==> config.mk <==
export PLATFORM = sky130hd
export DESIGN_NAME = l2_write_buffer
export DESIGN_NICKNAME = d
export VERILOG_FILES = /design/src/rtl/l2_write_buffer_pkg.sv /design/src/rtl/l2_wb_storage.sv /design/src/rtl/l2_write_buffer.sv
export SDC_FILE = /design/constraint.sdc
export NUM_CORES = 2
export LEC_CHECK = 0
export CAP_MARGIN = 20
export CORE_AREA = 2 2 416 418
export DETAILED_ROUTE_END_ITERATION = 8
export DIE_AREA = 0 0 418 420
export PLACE_DENSITY = 0.62
export SETUP_SLACK_MARGIN = 0.3
export SLEW_MARGIN = 0
export SYNTH_ARGS = -nofsm -noshare
export SYNTH_HDL_FRONTEND = slang
export SYNTH_SLANG_ARGS = --single-unit
==> constraint.sdc <==
create_clock -name clk_i -period 35.2 [get_ports clk_i]
set_input_delay 5.28 -clock clk_i [delete_from_list [all_inputs] [get_ports clk_i]]
set_output_delay 5.28 -clock clk_i [all_outputs]
set_load 0.02 [all_outputs]
==> src/rtl/l2_write_buffer_pkg.sv <==
// Shared types for the L2 write-back buffer: line data, line tag and the control FSM state.
package l2_write_buffer_pkg;

    typedef logic [15:0]  lc3b_word;
    typedef logic [255:0] lc3b_l2line;
    typedef logic [10:0]  lc3b_wb_tag;

    typedef enum logic [1:0] {
        S_IDLE,
        S_RESP,
        S_READ,
        S_DRAIN
    } lc3b_wb_state;

    function automatic lc3b_word wb_line_addr(lc3b_wb_tag tag);
        return {tag, 5'b0};
    endfunction

endpackage

==> src/rtl/l2_wb_storage.sv <==
// Circular FIFO of buffered L2 lines with in-place update and a parallel tag lookup.
module l2_wb_storage
    import l2_write_buffer_pkg::*;
#(
    parameter int unsigned DEPTH = 4,
    localparam int unsigned PtrW = $clog2(DEPTH)
) (
    input  logic            clk_i,
    input  logic            reset_ni,
    input  logic [10:0]     lookup_tag_i,
    output logic            hit_o,
    output logic [PtrW-1:0] hit_idx_o,
    output logic [255:0]    hit_data_o,
    input  logic            push_i,
    input  logic [10:0]     push_tag_i,
    input  logic [255:0]    push_data_i,
    input  logic            upd_i,
    input  logic [PtrW-1:0] upd_idx_i,
    input  logic [255:0]    upd_data_i,
    input  logic            pop_i,
    output logic [10:0]     head_tag_o,
    output logic [255:0]    head_data_o,
    output logic            empty_o,
    output logic            full_o
);

    logic [DEPTH-1:0] valid_q;
    lc3b_wb_tag       tag_q  [DEPTH];
    lc3b_l2line       data_q [DEPTH];
    logic [PtrW-1:0]  head_q, tail_q;
    logic [PtrW:0]    count_q;
    logic             push_en, pop_en;

    assign empty_o = (count_q == '0);
    assign full_o  = (count_q == (PtrW + 1)'(DEPTH));
    // Guards keep count inside [0, DEPTH] even if the controller misbehaves.
    assign push_en = push_i & ~full_o;
    assign pop_en  = pop_i & ~empty_o;

    always_ff @(posedge clk_i) begin
        if (!reset_ni) begin
            valid_q <= '0;
            head_q  <= '0;
            tail_q  <= '0;
            count_q <= '0;
        end else begin
            if (push_en) begin
                valid_q[tail_q] <= 1'b1;
                tail_q          <= tail_q + PtrW'(1);
            end
            if (pop_en) begin
                valid_q[head_q] <= 1'b0;
                head_q          <= head_q + PtrW'(1);
            end
            unique case ({push_en, pop_en})
                2'b10:   count_q <= count_q + (PtrW + 1)'(1);
                2'b01:   count_q <= count_q - (PtrW + 1)'(1);
                default: count_q <= count_q;
            endcase
        end
    end

    always_ff @(posedge clk_i) begin
        if (push_en) begin
            tag_q[tail_q]  <= push_tag_i;
            data_q[tail_q] <= push_data_i;
        end
        if (upd_i) begin
            data_q[upd_idx_i] <= upd_data_i;
        end
    end

    always_comb begin
        hit_o     = 1'b0;
        hit_idx_o = '0;
        for (int unsigned i = 0; i < DEPTH; i++) begin
            if (valid_q[i] && (tag_q[i] == lookup_tag_i)) begin
                hit_o     = 1'b1;
                hit_idx_o = PtrW'(i);
            end
        end
    end

    assign hit_data_o  = data_q[hit_idx_o];
    assign head_tag_o  = tag_q[head_q];
    assign head_data_o = data_q[head_q];

endmodule

==> src/rtl/l2_write_buffer.sv <==
// Write-back buffer between the L2 pmem port and memory: absorbs evictions, serves read hits,
// drains to memory whenever no L2 request is pending.
module l2_write_buffer
    import l2_write_buffer_pkg::*;
#(
    parameter int unsigned DEPTH = 4
) (
    input  logic         clk_i,
    input  logic         reset_ni,
    input  logic         l2_read_i,
    input  logic         l2_write_i,
    input  logic [15:0]  l2_address_i,
    input  logic [255:0] l2_wdata_i,
    output logic         l2_resp_o,
    output logic [255:0] l2_rdata_o,
    output logic         pmem_read_o,
    output logic         pmem_write_o,
    output logic [15:0]  pmem_address_o,
    output logic [255:0] pmem_wdata_o,
    input  logic         pmem_resp_i,
    input  logic [255:0] pmem_rdata_i,
    output logic         wb_empty_o
);

    localparam int unsigned PtrW = $clog2(DEPTH);

    lc3b_wb_state    state_q, state_d;
    lc3b_l2line      rdata_q, rdata_d;

    logic            hit;
    logic [PtrW-1:0] hit_idx;
    lc3b_l2line      hit_data;
    logic            push, upd, pop;
    lc3b_wb_tag      head_tag;
    lc3b_l2line      head_data;
    logic            empty, full;
    lc3b_wb_tag      req_tag;
    logic            unused_addr_low;

    assign req_tag         = l2_address_i[15:5];
    assign unused_addr_low = ^l2_address_i[4:0];

    l2_wb_storage #(
        .DEPTH (DEPTH)
    ) u_storage (
        .clk_i        (clk_i),
        .reset_ni     (reset_ni),
        .lookup_tag_i (req_tag),
        .hit_o        (hit),
        .hit_idx_o    (hit_idx),
        .hit_data_o   (hit_data),
        .push_i       (push),
        .push_tag_i   (req_tag),
        .push_data_i  (l2_wdata_i),
        .upd_i        (upd),
        .upd_idx_i    (hit_idx),
        .upd_data_i   (l2_wdata_i),
        .pop_i        (pop),
        .head_tag_o   (head_tag),
        .head_data_o  (head_data),
        .empty_o      (empty),
        .full_o       (full)
    );

    always_ff @(posedge clk_i) begin
        if (!reset_ni) begin
            state_q <= S_IDLE;
            rdata_q <= '0;
        end else begin
            state_q <= state_d;
            rdata_q <= rdata_d;
        end
    end

    always_comb begin
        state_d        = state_q;
        rdata_d        = rdata_q;
        push           = 1'b0;
        upd            = 1'b0;
        pop            = 1'b0;
        l2_resp_o      = 1'b0;
        pmem_read_o    = 1'b0;
        pmem_write_o   = 1'b0;
        pmem_address_o = '0;
        pmem_wdata_o   = '0;
        unique case (state_q)
            S_IDLE: begin
                // Reads outrank writes, and any L2 request outranks a background drain.
                if (l2_read_i) begin
                    if (hit) begin
                        rdata_d = hit_data;
                        state_d = S_RESP;
                    end else begin
                        state_d = S_READ;
                    end
                end else if (l2_write_i) begin
                    if (hit) begin
                        upd     = 1'b1;
                        state_d = S_RESP;
                    end else if (!full) begin
                        push    = 1'b1;
                        state_d = S_RESP;
                    end else begin
                        state_d = S_DRAIN;
                    end
                end else if (!empty) begin
                    state_d = S_DRAIN;
                end
            end
            S_RESP: begin
                l2_resp_o = 1'b1;
                state_d   = S_IDLE;
            end
            S_READ: begin
                pmem_read_o    = 1'b1;
                pmem_address_o = wb_line_addr(req_tag);
                if (pmem_resp_i) begin
                    rdata_d = pmem_rdata_i;
                    state_d = S_RESP;
                end
            end
            S_DRAIN: begin
                pmem_write_o   = 1'b1;
                pmem_address_o = wb_line_addr(head_tag);
                pmem_wdata_o   = head_data;
                if (pmem_resp_i) begin
                    pop     = 1'b1;
                    state_d = S_IDLE;
                end
            end
            default: state_d = S_IDLE;
        endcase
    end

    assign l2_rdata_o = rdata_q;
    assign wb_empty_o = empty;

endmodule

==> flow_metrics.tcl <==
set metrics [dict create \
    status "completed" \
    synthArstFlopShare 0 \
    max_freq_mhz 78.0 \
    fp-row-count 152 \
    drv_slew 0 \
    die-area_um2 176000 \
    wl_met3_um 15100 \
    rsz0062_at_grt "no" \
    start_util 0.349 \
    maxCapViolCount 0 \
    worstPathBufferInverterCount 2 \
    peakVddDrop_uv 48.4 \
    cts_root_buf "clkbuf_16" \
    rrSetupSlack_ns 29.60 \
    cts_inserted_buffers 152 \
    worstMarginPinSlew_ns 1.17 \
    cts_tree "built" \
    fin_crit_sh 0.364 \
    cts_resized 0 \
    drc_errors 0 \
    final_area_um2 76800 \
    critical_path_class "primary input to primary output" \
    grt_pass1_vias 41500 \
    core-area_um2 171000 \
    total_power_mw 3.73 \
    numPortBuffers 1054 \
    stdcell_count 7751 \
    synthTopCellsByArea "edfxtp_1 (54%), mux4_2 (10%), dfxtp_1 (9.1%)" \
    max_stage_delay_ns 0.77 \
    endpoint_kind "primary output" \
    area_delta_synth_final_pct 28.5 \
    antenna_found_initial 44 \
    dp_hpwl_um 126000 \
    routed.top_layer "met5" \
    layout_commonest_cell "edfxtp_1" \
    hp-class "flip-flop to flip-flop" \
    drtIter0Drc 3938 \
    crit_required_ns 29.92 \
    yosys.area.top_type "edfxtp_1" \
    path_clk_slew_ns 0.06 \
    nNetsFinal 5906 \
    path_max_fanout 9 \
    drt_pre_antenna_iters 8 \
    ys_ff_latch 1339 \
    synth_cells 4510 \
    path_cells "clkdlybuf4s50_1 > mux2i_1 > nor2b_1 > clkdlybuf4s50_1" \
    crit_path_frequent_cell "clkdlybuf4s50_1" \
    final-setup-viol-count 0 \
    syn_area_um2 59700 \
    cts_setup_buffers 0 \
    placed_cells 7442 \
    die_w_um 418 \
    yosysSeqAreaShare 0.628 \
    gp_congestion 0.820 \
    ys_warn_count 0 \
    placed_area_um2 71700 \
    track_usage 0.219 \
    grt_first_pass_wirelength_um 285000 \
    hold_buffers 0 \
    drive_gt1_frac 0.103 \
    wl_met1_um 76400 \
    fin_util 0.449 \
    gr-total-overflow 0 \
    grt_max_degree 162 \
    layout_common_cells "edfxtp_1 (1068), clkdlybuf4s50_1 (1053), nand2_1 (520), dfxtp_1 (269), mux4_2 (267)" \
    setup_tns_ns 0 \
    avgViaCountPerCell 5.52 \
    cts_max_level 4 \
    synth_top_area_frac 0.537 \
    leakage_nw 24.9 \
    max-clock-path-buffers 3 \
    slowest_stage "clkdlybuf4s50_1" \
    num_vias 42800 \
    ys_types 42 \
    path_delay_family "buffers and inverters" \
    avgSynthCellArea_um2 13.2 \
    period_needed_ns 12.82 \
    clock-sinks 1339 \
    clock-skew-final_ns 0.0338 \
    max_slew_margin 0.219 \
    worstPathArrival_ns 7.54 \
    synth_edf_count 1068 \
    wirelength_um 201000 \
    p_per_area_nw_per_um2 48.7 \
    start_kind "primary input" \
    wl_met2_um 101000 \
    clock_latency_ns 0.81 \
    die_h_um 420 \
    drtAntennaViolNets 0 \
    io_pins 1065 \
    fillerInstances 15300 \
    synthFlopType "edfxtp_1" \
    wl_per_cell_um 25.9 \
    hold_violations 0 \
]
## state kept, by name (all words and copies together), names as in the netlist, named ones only
name / count
state_q: 2
l2_rdata_o: 256
u_storage.tag_q: 44
u_storage.data_q: 1024
u_storage.count_q: 3
u_storage.head_q: 2
u_storage.valid_q: 4
u_storage.tail_q: 2
## where the power goes
part	leakage [nW]	internal, mW	switching, mW
Clock	2.42	0.913	0.658
Sequential	11.9	1.76	0.0219
Combinational	10.7	0.172	0.213
Total	24.9	2.84	0.893
## layout make-up
cell class	instances	area, um2	area share
multi-input cells	2741	20200	0.264
clock buffers	227	4390	0.0572
diodes	25	62.6	0.000815
flip-flops and latches	1339	37500	0.489
repair buffers	1118	11100	0.145
well taps	2233	2790	0.0364
clock inverters	57	572	0.00745
inverters	11	48.8	0.000636
## metal layers
layer / up-vias / global-route usage
met4: 24 / 0.0923
met3: 328 / 0.0510
met2: 1841 / 0.372
li1: 19100 / -
met5: - / 0
met1: 21500 / 0.265
## synth_stat cells (17+ instances only)
cell,count
nand2_1,520
nand3_1,257
mux4_2,267
edfxtp_1,1068
nor2_1,263
a21oi_1,259
a221o_1,256
and2_1,267
xnor2_1,46
o31ai_1,257
buf_1,44
o21ai_0,261
dfxtp_1,271
buf_2,56
clkbuf_1,266
buf_6,50
nand4_1,17
## path summary, 6_finish.rpt
kind,startpoint,end,depth (start not counted)
worst max-delay path,l2_address_i[14],pmem_address_o[14],4
worst min-delay path,l2_rdata_o[4],l2_rdata_o[4],2
worst max register to register,u_storage.tag_q[1][1],u_storage.data_q[3][161],9
worst min register to register,l2_rdata_o[4],l2_rdata_o[4],2
## worst min-delay path: stages (launching register included)
cell     delay [ns]
dfxtp_1        0.30
nand3_1        0.06
o31ai_1        0.05
## stage by stage
stage / setup slack [ns] / hold WS [ns]
6_report: 22.38 / 0.464
5_1_grt: 22.41 / 0.480
4_1_cts: 22.39 / 0.467
3_5_place_dp: 22.40 / 0.459
3_3_place_gp: 22.38 / 0.454
2_1_floorplan: 8.82 / 0.472
## kinds of logic after synthesis
group                      Yosys count  share of synthesized area
AOI/OAI and AO/OA                 1044                      0.121
xor gates and xnor gates            49                    0.00731
adders and majority gates           10                    0.00222
buffers and inverters              434                     0.0352
DFF                               1339                      0.628
muxes                              280                      0.103
other                                1                  0.0000628
and+or+nand+nor                   1353                      0.104
Note: power is estimated with default switching activity, not from simulation.
